`src/rtl/sparc_ctrl_pkg.sv`:
```
// Shared encodings for the SPARC multi-cycle control sequencer:
// state codes, instruction field constants and decode result types.
package sparc_ctrl_pkg;

  typedef enum logic [3:0] {
    S_RESET  = 4'd0,
    S_FETCH  = 4'd1,
    S_FWAIT  = 4'd2,
    S_DECODE = 4'd3,
    S_ALU    = 4'd4,
    S_LADDR  = 4'd5,
    S_LWAIT  = 4'd6,
    S_LWB    = 4'd7,
    S_SADDR  = 4'd8,
    S_SWAIT  = 4'd9,
    S_BRANCH = 4'd10,
    S_HALT   = 4'd11,
    S_TRAP   = 4'd12
  } state_e;

  localparam logic [1:0] OP_FMT2  = 2'b00;
  localparam logic [1:0] OP_CALL  = 2'b01;
  localparam logic [1:0] OP_ARITH = 2'b10;
  localparam logic [1:0] OP_MEM   = 2'b11;

  localparam logic [2:0] OP2_BICC  = 3'b010;
  localparam logic [2:0] OP2_SETHI = 3'b100;

  // op3 bit positions within ir: cc variant of arithmetic, store vs load
  localparam int unsigned OP3_CC_BIT    = 23;
  localparam int unsigned OP3_STORE_BIT = 21;

  localparam logic [1:0] NPC_SEQ  = 2'd0;
  localparam logic [1:0] NPC_BR   = 2'd1;
  localparam logic [1:0] NPC_CALL = 2'd2;

  localparam logic [3:0] COND_BA = 4'b1000;

  typedef enum logic [1:0] {
    CLS_ALU    = 2'd0,
    CLS_LOAD   = 2'd1,
    CLS_STORE  = 2'd2,
    CLS_BRANCH = 2'd3
  } dec_cls_e;

  typedef struct packed {
    logic cc;
    logic is_call;
    logic is_nop;
    logic is_ba;
  } dec_flags_t;

endpackage

```
`src/rtl/sparc_ctrl_decode.sv`:
```
// Combinational instruction classifier: maps ir to the post-DECODE
// state class plus the flags the execute states need.
module sparc_ctrl_decode
  import sparc_ctrl_pkg::*;
(
  input  logic [31:0] ir,
  output dec_cls_e    cls_c,
  output dec_flags_t  flags_c
);

  logic [1:0] op;
  logic [2:0] op2;
  logic       unused_ir_c;

  assign op  = ir[31:30];
  assign op2 = ir[24:22];
  // annul bit and operand fields play no part in sequencing
  assign unused_ir_c = ^{ir[29], ir[20:0]};

  always_comb begin
    cls_c   = CLS_ALU;
    flags_c = '0;
    case (op)
      OP_ARITH: flags_c.cc = ir[OP3_CC_BIT];
      OP_MEM:   cls_c = ir[OP3_STORE_BIT] ? CLS_STORE : CLS_LOAD;
      OP_CALL: begin
        cls_c           = CLS_BRANCH;
        flags_c.is_call = 1'b1;
      end
      OP_FMT2: begin
        if (op2 == OP2_BICC) begin
          cls_c         = CLS_BRANCH;
          flags_c.is_ba = (ir[28:25] == COND_BA);
        end else if (op2 != OP2_SETHI) begin
          flags_c.is_nop = 1'b1;
        end
      end
    endcase
  end

endmodule

```
`src/rtl/sparc_ctrl_seq.sv`:
```
// Multi-cycle control sequencer: steps the datapath through fetch, decode,
// execute, memory and write-back, with bounded RAM waits and clean halt.
module sparc_ctrl_seq
  import sparc_ctrl_pkg::*;
#(
  parameter int unsigned MEM_TIMEOUT = 15,
  parameter logic [31:0] RESET_PC    = 32'h0
) (
  input  logic        clk,
  input  logic        reset,
  input  logic [31:0] ir,
  input  logic        moc,
  input  logic        cond_true,
  input  logic        finish,
  output logic [31:0] pc_init,
  output logic        pc_ld,
  output logic        npc_ld,
  output logic        mar_ld,
  output logic        mdr_ld,
  output logic        ir_ld,
  output logic        rf_we,
  output logic        psr_ld,
  output logic        mem_en,
  output logic        mem_rw,
  output logic        mar_sel,
  output logic [1:0]  npc_sel,
  output logic        halted,
  output logic        trap,
  output logic [3:0]  state
);

  // counter value on the last permitted wait cycle; no moc there means trap
  localparam logic [3:0] WAIT_LAST = 4'(MEM_TIMEOUT - 1);

  state_e     state_q, state_d;
  logic [3:0] cnt_q, cnt_d;
  logic       pend_q, pend_d;
  dec_flags_t flags_q, flags_d;
  dec_cls_e   dec_cls;
  dec_flags_t dec_flags;
  logic       commit;

  sparc_ctrl_decode u_decode (
    .ir      (ir),
    .cls_c   (dec_cls),
    .flags_c (dec_flags)
  );

  always_ff @(posedge clk) begin
    if (reset) begin
      state_q <= S_RESET;
      cnt_q   <= '0;
      pend_q  <= 1'b0;
      flags_q <= '0;
    end else begin
      state_q <= state_d;
      cnt_q   <= cnt_d;
      pend_q  <= pend_d;
      flags_q <= flags_d;
    end
  end

  always_comb begin
    state_d = state_q;
    cnt_d   = cnt_q;
    pend_d  = pend_q;
    flags_d = flags_q;
    commit  = 1'b0;
    pc_ld   = 1'b0;
    npc_ld  = 1'b0;
    mar_ld  = 1'b0;
    mdr_ld  = 1'b0;
    ir_ld   = 1'b0;
    rf_we   = 1'b0;
    psr_ld  = 1'b0;
    mem_en  = 1'b0;
    mem_rw  = 1'b1;
    mar_sel = 1'b0;
    npc_sel = NPC_SEQ;

    // reset overrides everything: no enables in the cycle it is asserted
    if (!reset) begin
      case (state_q)
        S_RESET: state_d = S_FETCH;
        S_FETCH: begin
          mar_ld  = 1'b1;
          cnt_d   = '0;
          state_d = finish ? S_HALT : S_FWAIT;
        end
        S_FWAIT: begin
          mem_en = 1'b1;
          if (finish) pend_d = 1'b1;
          if (moc) begin
            ir_ld   = 1'b1;
            state_d = S_DECODE;
          end else if (cnt_q == WAIT_LAST) begin
            state_d = S_TRAP;
          end else begin
            cnt_d = cnt_q + 4'd1;
          end
        end
        S_DECODE: begin
          flags_d = dec_flags;
          case (dec_cls)
            CLS_LOAD:   state_d = S_LADDR;
            CLS_STORE:  state_d = S_SADDR;
            CLS_BRANCH: state_d = S_BRANCH;
            default:    state_d = S_ALU;
          endcase
        end
        S_ALU: begin
          rf_we  = !flags_q.is_nop;
          psr_ld = flags_q.cc;
          commit = 1'b1;
        end
        S_LADDR: begin
          mar_ld  = 1'b1;
          mar_sel = 1'b1;
          cnt_d   = '0;
          state_d = S_LWAIT;
        end
        S_LWAIT: begin
          mem_en = 1'b1;
          if (finish) pend_d = 1'b1;
          if (moc) begin
            mdr_ld  = 1'b1;
            state_d = S_LWB;
          end else if (cnt_q == WAIT_LAST) begin
            state_d = S_TRAP;
          end else begin
            cnt_d = cnt_q + 4'd1;
          end
        end
        S_LWB: begin
          rf_we  = 1'b1;
          commit = 1'b1;
        end
        S_SADDR: begin
          mar_ld  = 1'b1;
          mar_sel = 1'b1;
          cnt_d   = '0;
          state_d = S_SWAIT;
        end
        S_SWAIT: begin
          mem_en = 1'b1;
          mem_rw = 1'b0;
          if (finish) pend_d = 1'b1;
          if (moc) begin
            commit = 1'b1;
          end else if (cnt_q == WAIT_LAST) begin
            state_d = S_TRAP;
          end else begin
            cnt_d = cnt_q + 4'd1;
          end
        end
        S_BRANCH: begin
          if (flags_q.is_call) begin
            npc_sel = NPC_CALL;
            rf_we   = 1'b1;
          end else if (cond_true || flags_q.is_ba) begin
            npc_sel = NPC_BR;
          end
          commit = 1'b1;
        end
        S_HALT:  state_d = S_HALT;
        S_TRAP:  state_d = S_TRAP;
        default: state_d = S_RESET;
      endcase

      // shared commit: advance PC/nPC, then fetch or honour a halt request
      if (commit) begin
        pc_ld   = 1'b1;
        npc_ld  = 1'b1;
        pend_d  = 1'b0;
        state_d = (finish || pend_q) ? S_HALT : S_FETCH;
      end
    end
  end

  assign pc_init = RESET_PC;
  assign halted  = (state_q == S_HALT);
  assign trap    = (state_q == S_TRAP);
  assign state   = 4'(state_q);

endmodule
```
`config.mk`:
```
export PLATFORM = sky130hd
export DESIGN_NAME = sparc_ctrl_seq
export DESIGN_NICKNAME = d
export VERILOG_FILES = /design/src/rtl/sparc_ctrl_pkg.sv /design/src/rtl/sparc_ctrl_decode.sv /design/src/rtl/sparc_ctrl_seq.sv
export SDC_FILE = /design/constraint.sdc
export NUM_CORES = 1
export LEC_CHECK = 0
export BUFFER_PORTS_ARGS = -buffer_cell sky130_fd_sc_hd__buf_2
export CAP_MARGIN = 15
export CORE_MARGIN = 5
export CORE_UTILIZATION = 43
export DETAILED_ROUTE_END_ITERATION = 7
export GPL_TIMING_DRIVEN = 0
export PLACE_DENSITY = 0.89
export SLEW_MARGIN = 25
export SYNTH_ARGS = -nofsm -noshare
export SYNTH_HDL_FRONTEND = slang
export SYNTH_HIERARCHICAL = 1
export SYNTH_SLANG_ARGS = --single-unit
```
`constraint.sdc`:
```
create_clock -name clk -period 1.9 [get_ports clk]
set_input_delay 0.285 -clock clk [delete_from_list [all_inputs] [get_ports clk]]
set_output_delay 0.285 -clock clk [all_outputs]
set_load 0.01 [all_outputs]
```
* Word level (Yosys, flattened, before mapping) *
Cells that the tools add are included.

cells by class
  add/sub/neg operators = 1
  multiply operators = 0
  div/mod/pow operators = 0
  $lt $le $gt $ge = 0
  equality and inequality tests = 26
  shift-type cells = 0
  multiplexer cells = 47
  bitwise logic cells = 0
  reduce and logical (&&, ||, !) cells = 14

operators with widths
  cell                                           number
  one-hot mux 4 bit (11 select lines)            1
  two-way mux 4 bit                              9
  == test 4 bit, second input constant           7
  two-way mux 1 bit                              26
  == test 4 x 3 -> 1 bit, second input constant  4
  two-way mux 2 bit                              6
  one-hot mux 4 bit (3 select lines)             1
  OR reduction 3 bit                             3
  == test 2 bit, second input constant           4
  == test 4 x 2 -> 1 bit, second input constant  2
  one-hot mux 4 bit (2 select lines)             1
  inequality test 3 bit, second input constant   2
  one-hot mux 2 bit (3 select lines)             1
  adder 4 x 1 -> 4 bit, second input constant    1
  == test 2 x 1 -> 1 bit, second input constant  2
  == test 4 x 1 -> 1 bit, second input constant  1
  logical NOT 4 bit                              1
  inequality test 2 bit, second input constant   2
  AND reduction 2 bit                            2
  OR reduction 2 bit                             2
  == test 3 x 2 -> 1 bit, second input constant  1
  one-hot mux 1 bit (3 select lines)             1
  AND reduction 3 bit                            1
  logical NOT 2 bit                              1
  5 further kinds                                6

storage, ports and cells
  bits in registers = 13
  bits in latches = 0
  memory bits (writable) = 0
  ROM bits = 0
  input port bits = 37
  output and inout port bits = 50
  word-level logic and storage cells = 95
  memories kept = 0

* Depth between registers and ports, before layout *
  word-level depth = 7
  depth in mapped cells = 7

* Cells and area by module *
Netlist, hierarchy kept.

by module, submodules not included
  module             times used  cells each  area each (µm²)
  sparc_ctrl_seq     1           164         1282.5
  sparc_ctrl_decode  1           14          103.8

* Least setup slack after synthesis *
No wires, ideal clock.

  path kind = register to output
  start point = register state_q[0], in the netlist state[0]
  end point = output port pc_ld
  data arrival time = 1.473 ns
  required time = 1.615 ns
  setup slack = 0.142 ns
  stages on the path, launching flop included = 7
  path buffers = 2
  cell sequence = dfxtp_1 -> buf_6 -> or2_4 -> a21oi_1 -> a21o_1 -> nor2b_1 -> buf_4

on the way
  cells in the longest elaborated chain, start to end = 6
  elaborated cells on any way between the ends = 9
  those cells by class = eq/ne: 4; mux: 4; reduce/logical: 1

RTL lines
  element                                                         line                  text
  from (decl)                                                     sparc_ctrl_seq.sv:35  state_e state_q, state_d;
  from (signal assigned)                                          sparc_ctrl_seq.sv:56  state_q <= state_d;
  == test 4 bit / == test 4 x 3 -> 1 bit (equally long branches)  sparc_ctrl_seq.sv:83  case (state_q)
  OR reduction 3 bit (no line)                                    --
  one-hot mux 1 bit (2 select lines) (*)                          sparc_ctrl_seq.sv:83
  two-way mux 1 bit (*)                                           sparc_ctrl_seq.sv:82  if (!reset) begin
  two-way mux 1 bit (*) (2 in series)                             --
  to (decl)                                                       sparc_ctrl_seq.sv:16  output logic pc_ld,

Mark *: on every way between the ends. The rest lies on a longest branch, timed or not. The select of a mux whose other input is x is not followed.

* Final worst setup path *
  start point = register state_q[1], in the netlist state[1]
  end point = output port mem_en

on the way
  cells in the longest elaborated chain, start to end = 4
  elaborated cells on any way between the ends = 6
  those cells by class = eq/ne: 3; mux: 2; reduce/logical: 1

RTL lines
  element                                line                  text
  == test 4 bit (tied with other cells)  sparc_ctrl_seq.sv:83
  OR reduction 3 bit (no line) (*)       --
  two-way mux 1 bit (*)                  sparc_ctrl_seq.sv:83
  two-way mux 1 bit (*)                  sparc_ctrl_seq.sv:82
  to (decl)                              sparc_ctrl_seq.sv:23  output logic mem_en,

Mark *: on every way between the ends. The rest lies on a longest branch, timed or not.

==> impl_metrics.toml <==
[outcome]
outcome = "complete, no violations"

[clock_tree]
cts_buffer_depth = 2
clk_latency_ps = 280
cts_buffers = 3
htreeDepth = 1
numClockSinks = 13
cts_tree = "built"
clk_pin_slew_ps = 80
ctsRootBufferMaster = "clkbuf_4"

[placed_design]
dpl.hpwl_mm = 2.734
routabilityCongestion = 0.9321
numPortBuffers = 31
placed_cells = 284

[sta]
min_period_ps = 1879
fin_tns_setup_ps = 0
tightest_slew_ps = 503.5
hold_ws_ps = 295.9
fmax_mhz = 532.2
slew_viol_final = 0
final_hold_viol_count = 0
slew_headroom = 0.6625
fin_skew_ps = 0.5582
period_share = 0.9889
rsz0062_at_grt = "true"
setup_viol = 0

[hold_path]
hp-class = "in -> reg"
hp-start = "reset"
min_to = "pend_q"
hold_depth = 2

[die]
rows = 20
die_x_um = 66.78
dieArea_mm2 = 0.004460
die_h_um = 66.78
io_pins = 87
fp.coreArea_mm2 = 0.003078
initial_core_util = 0.4504

[worst_setup_path]
cp_max_fo = 7
end_kind = "output port"
r2r-start = "state[1]"
critical-path-max-stage-delay_ps = 370
cp.required_ps = 1620
r2r-end = "state[3]"
cp.arrival_ps = 1590
crit_buf_inv = 3
crit_chain = "buf_6 > buf_4 > nor3b_4 > a31o_4 > nor2b_1 > buf_2"
cp_slowest_cell = "dfxtp_2"
startpoint_type = "register"
reg2regPathDepth = 7
path_class = "reg -> out"
critical-path-top-delay-family = "buffers and inverters"
r2r_slack_ps = 230

[synth]
netlist_top_cells_count = "buf_4 (36), nor2_1 (16), dfxtp_1 (13)"
synth_edf_count = 0
ys_types = 52
synthArstFlopShare = 0
yosysSeqAreaShare = 0.1877
synth_top_area_share = 0.1949
synth_seq_cells = 13
yosys.area.top_type = "buf_4"
synth_cells = 178
yosys_warnings = 6
synthTopCellsByArea = "buf_4 (19%), dfxtp_1 (19%), mux2i_1 (4.3%), nor2_1 (4.3%), nand3_1 (3.6%)"
ys.flop_type = "dfxtp_1"
syn_area_per_cell_um2 = 7.788
synthesis.area_mm2 = 0.001386
synth.most_common_cell = "buf_4"

[global_routing]
grt_pass1_wl_mm = 5.913
grt_util_all_layers = 0.1727
grt_pass1_vias = 1308
grt_max_degree = 11
grt_overflow = 0
antenna_found_initial = 0

[job]
cap_viol_max_count = 0

[drt]
dr_total_vias = 1449
wire_per_inst_um = 13.06
dr.pass1.iters = 4
finalWirelength_mm = 3.841
antenna_left = 0
drc = 0
viasPerCell = 4.929
drt_iter0_markers = 80

[final_layout]
n_fill_cell = 282
final_cells = 294
nNetsFinal = 290
num_antenna_cells = 0
area.growth.synth_to_final_pct = 34.57
drive_above_1_share = 0.4160

[power_and_ir_drop]
p_leak_uw = 0.0009357
peakVddDrop_v = 0.0007258
power_density_mw_per_mm2 = 961.5
==> how the worst max path moves through the flow <==
| stage | startpoint | end | slack (ps) | depth (start not counted) |
|---|---|---|---|---|
| final | state[1] | mem_en | 20 | 6 |
| after global routing | state[1] | mem_en | -60 | 6 |
| after CTS | state[1] | mem_en | 10 | 6 |
| after detailed placement | state[0] | pc_ld | 80 | 7 |
| after global placement | state[0] | pc_ld | 90 | 7 |
| after floorplan | state[0] | pc_ld | 140 | 6 |
==> cell type report <==
type	instances	area [um2]	area share
multi-input cells	149	955.9	0.5124
inverters	4	15.01	0.008048
flip-flops and latches	13	267.8	0.1435
clock buffers	4	26.28	0.01408
repair buffers	40	239.0	0.1281
well taps	44	55.05	0.02951
plain buffers	40	306.5	0.1643
==> layer usage <==
metal	share of wire	wire length, um	GRT usage	vias to the layer above
met4	0.039	148	0.07614	0
met5	0	0	0	-
li1	-	-	-	701
met2	0.49	1879	0.2884	96
met1	0.37	1420	0.2016	632
met3	0.10	392	0.05228	20
==> where the power goes <==
| part | total, uW | switching (uW) | internal, uW |
|---|---|---|---|
| combinational | 1210 | 648 | 566 |
| clock | 173 | 91.5 | 81.5 |
| sequential | 407 | 78.6 | 328 |
==> cells in the final DEF (no fill, tap or decap), types with 2 or more instances in the layout <==
master / count
a21oi_4: 2
clkbuf_4: 5
buf_6: 5
nor3_2: 2
mux2i_1: 6
nor2b_1: 2
a31oi_1: 3
o22ai_1: 2
nor4_1: 2
ha_1: 2
inv_1: 4
conb_1: 32
nand2b_1: 5
xnor2_1: 3
a21oi_1: 4
a21o_1: 3
o21a_1: 2
dfxtp_1: 9
nor2b_4: 2
nand2_1: 6
nor3_1: 4
o21ai_0: 7
or4b_1: 2
buf_2: 29
or2b_1: 2
nand3_1: 10
buf_4: 42
nor2_1: 15
o21ai_1: 2
nor3b_1: 2
and3_1: 3
dfxtp_2: 3
==> worst reg2reg max path, delay by kind of cell (launching register included) <==
family | cells | cell delay [ps]
buffers and inverters | 3 | 470
AOI/OAI and AO/OA | 3 | 410
DFF | 1 | 370
muxes | 1 | 290
==> sequential cells by signal, indices dropped and copies added, names as in the netlist <==
signal   count
cnt_q        4
flags_q      4
state        4
pend_q       1
==> metrics by stage <==
stage               worst slack (ps)  utilization  area (um2)  power [uW]
finish                         21.12       0.6061        1866        1794
global route                  -64.93       0.6061        1866        1928
CTS                            14.34       0.5923        1823        1705
detailed placement             82.08       0.5565        1713        1406
global placement               93.99       0.5565        1713        1388
floorplan                      141.8            -        1503        1183
==> what timing repair did <==
item | 4_1_cts | 5_1_grt
hold buffers | 0 | 0
setup endpoints to repair | 8 | 9
gates resized for setup | 13 | 12
setup buffers | 8 | 1
pin swaps | 3 | 3
==> cell families after synthesis <==
kind of cell    Yosys count  synth area share
simple gates             70            0.2969
buf+inv                  47            0.2419
compound gates           35            0.1823
flops                    13            0.1877
mux                       7           0.05145
xor+xnor                  3           0.01896
fa+ha+maj                 2           0.01805
other cells               1          0.002705
(Power assumes the default switching activity.)
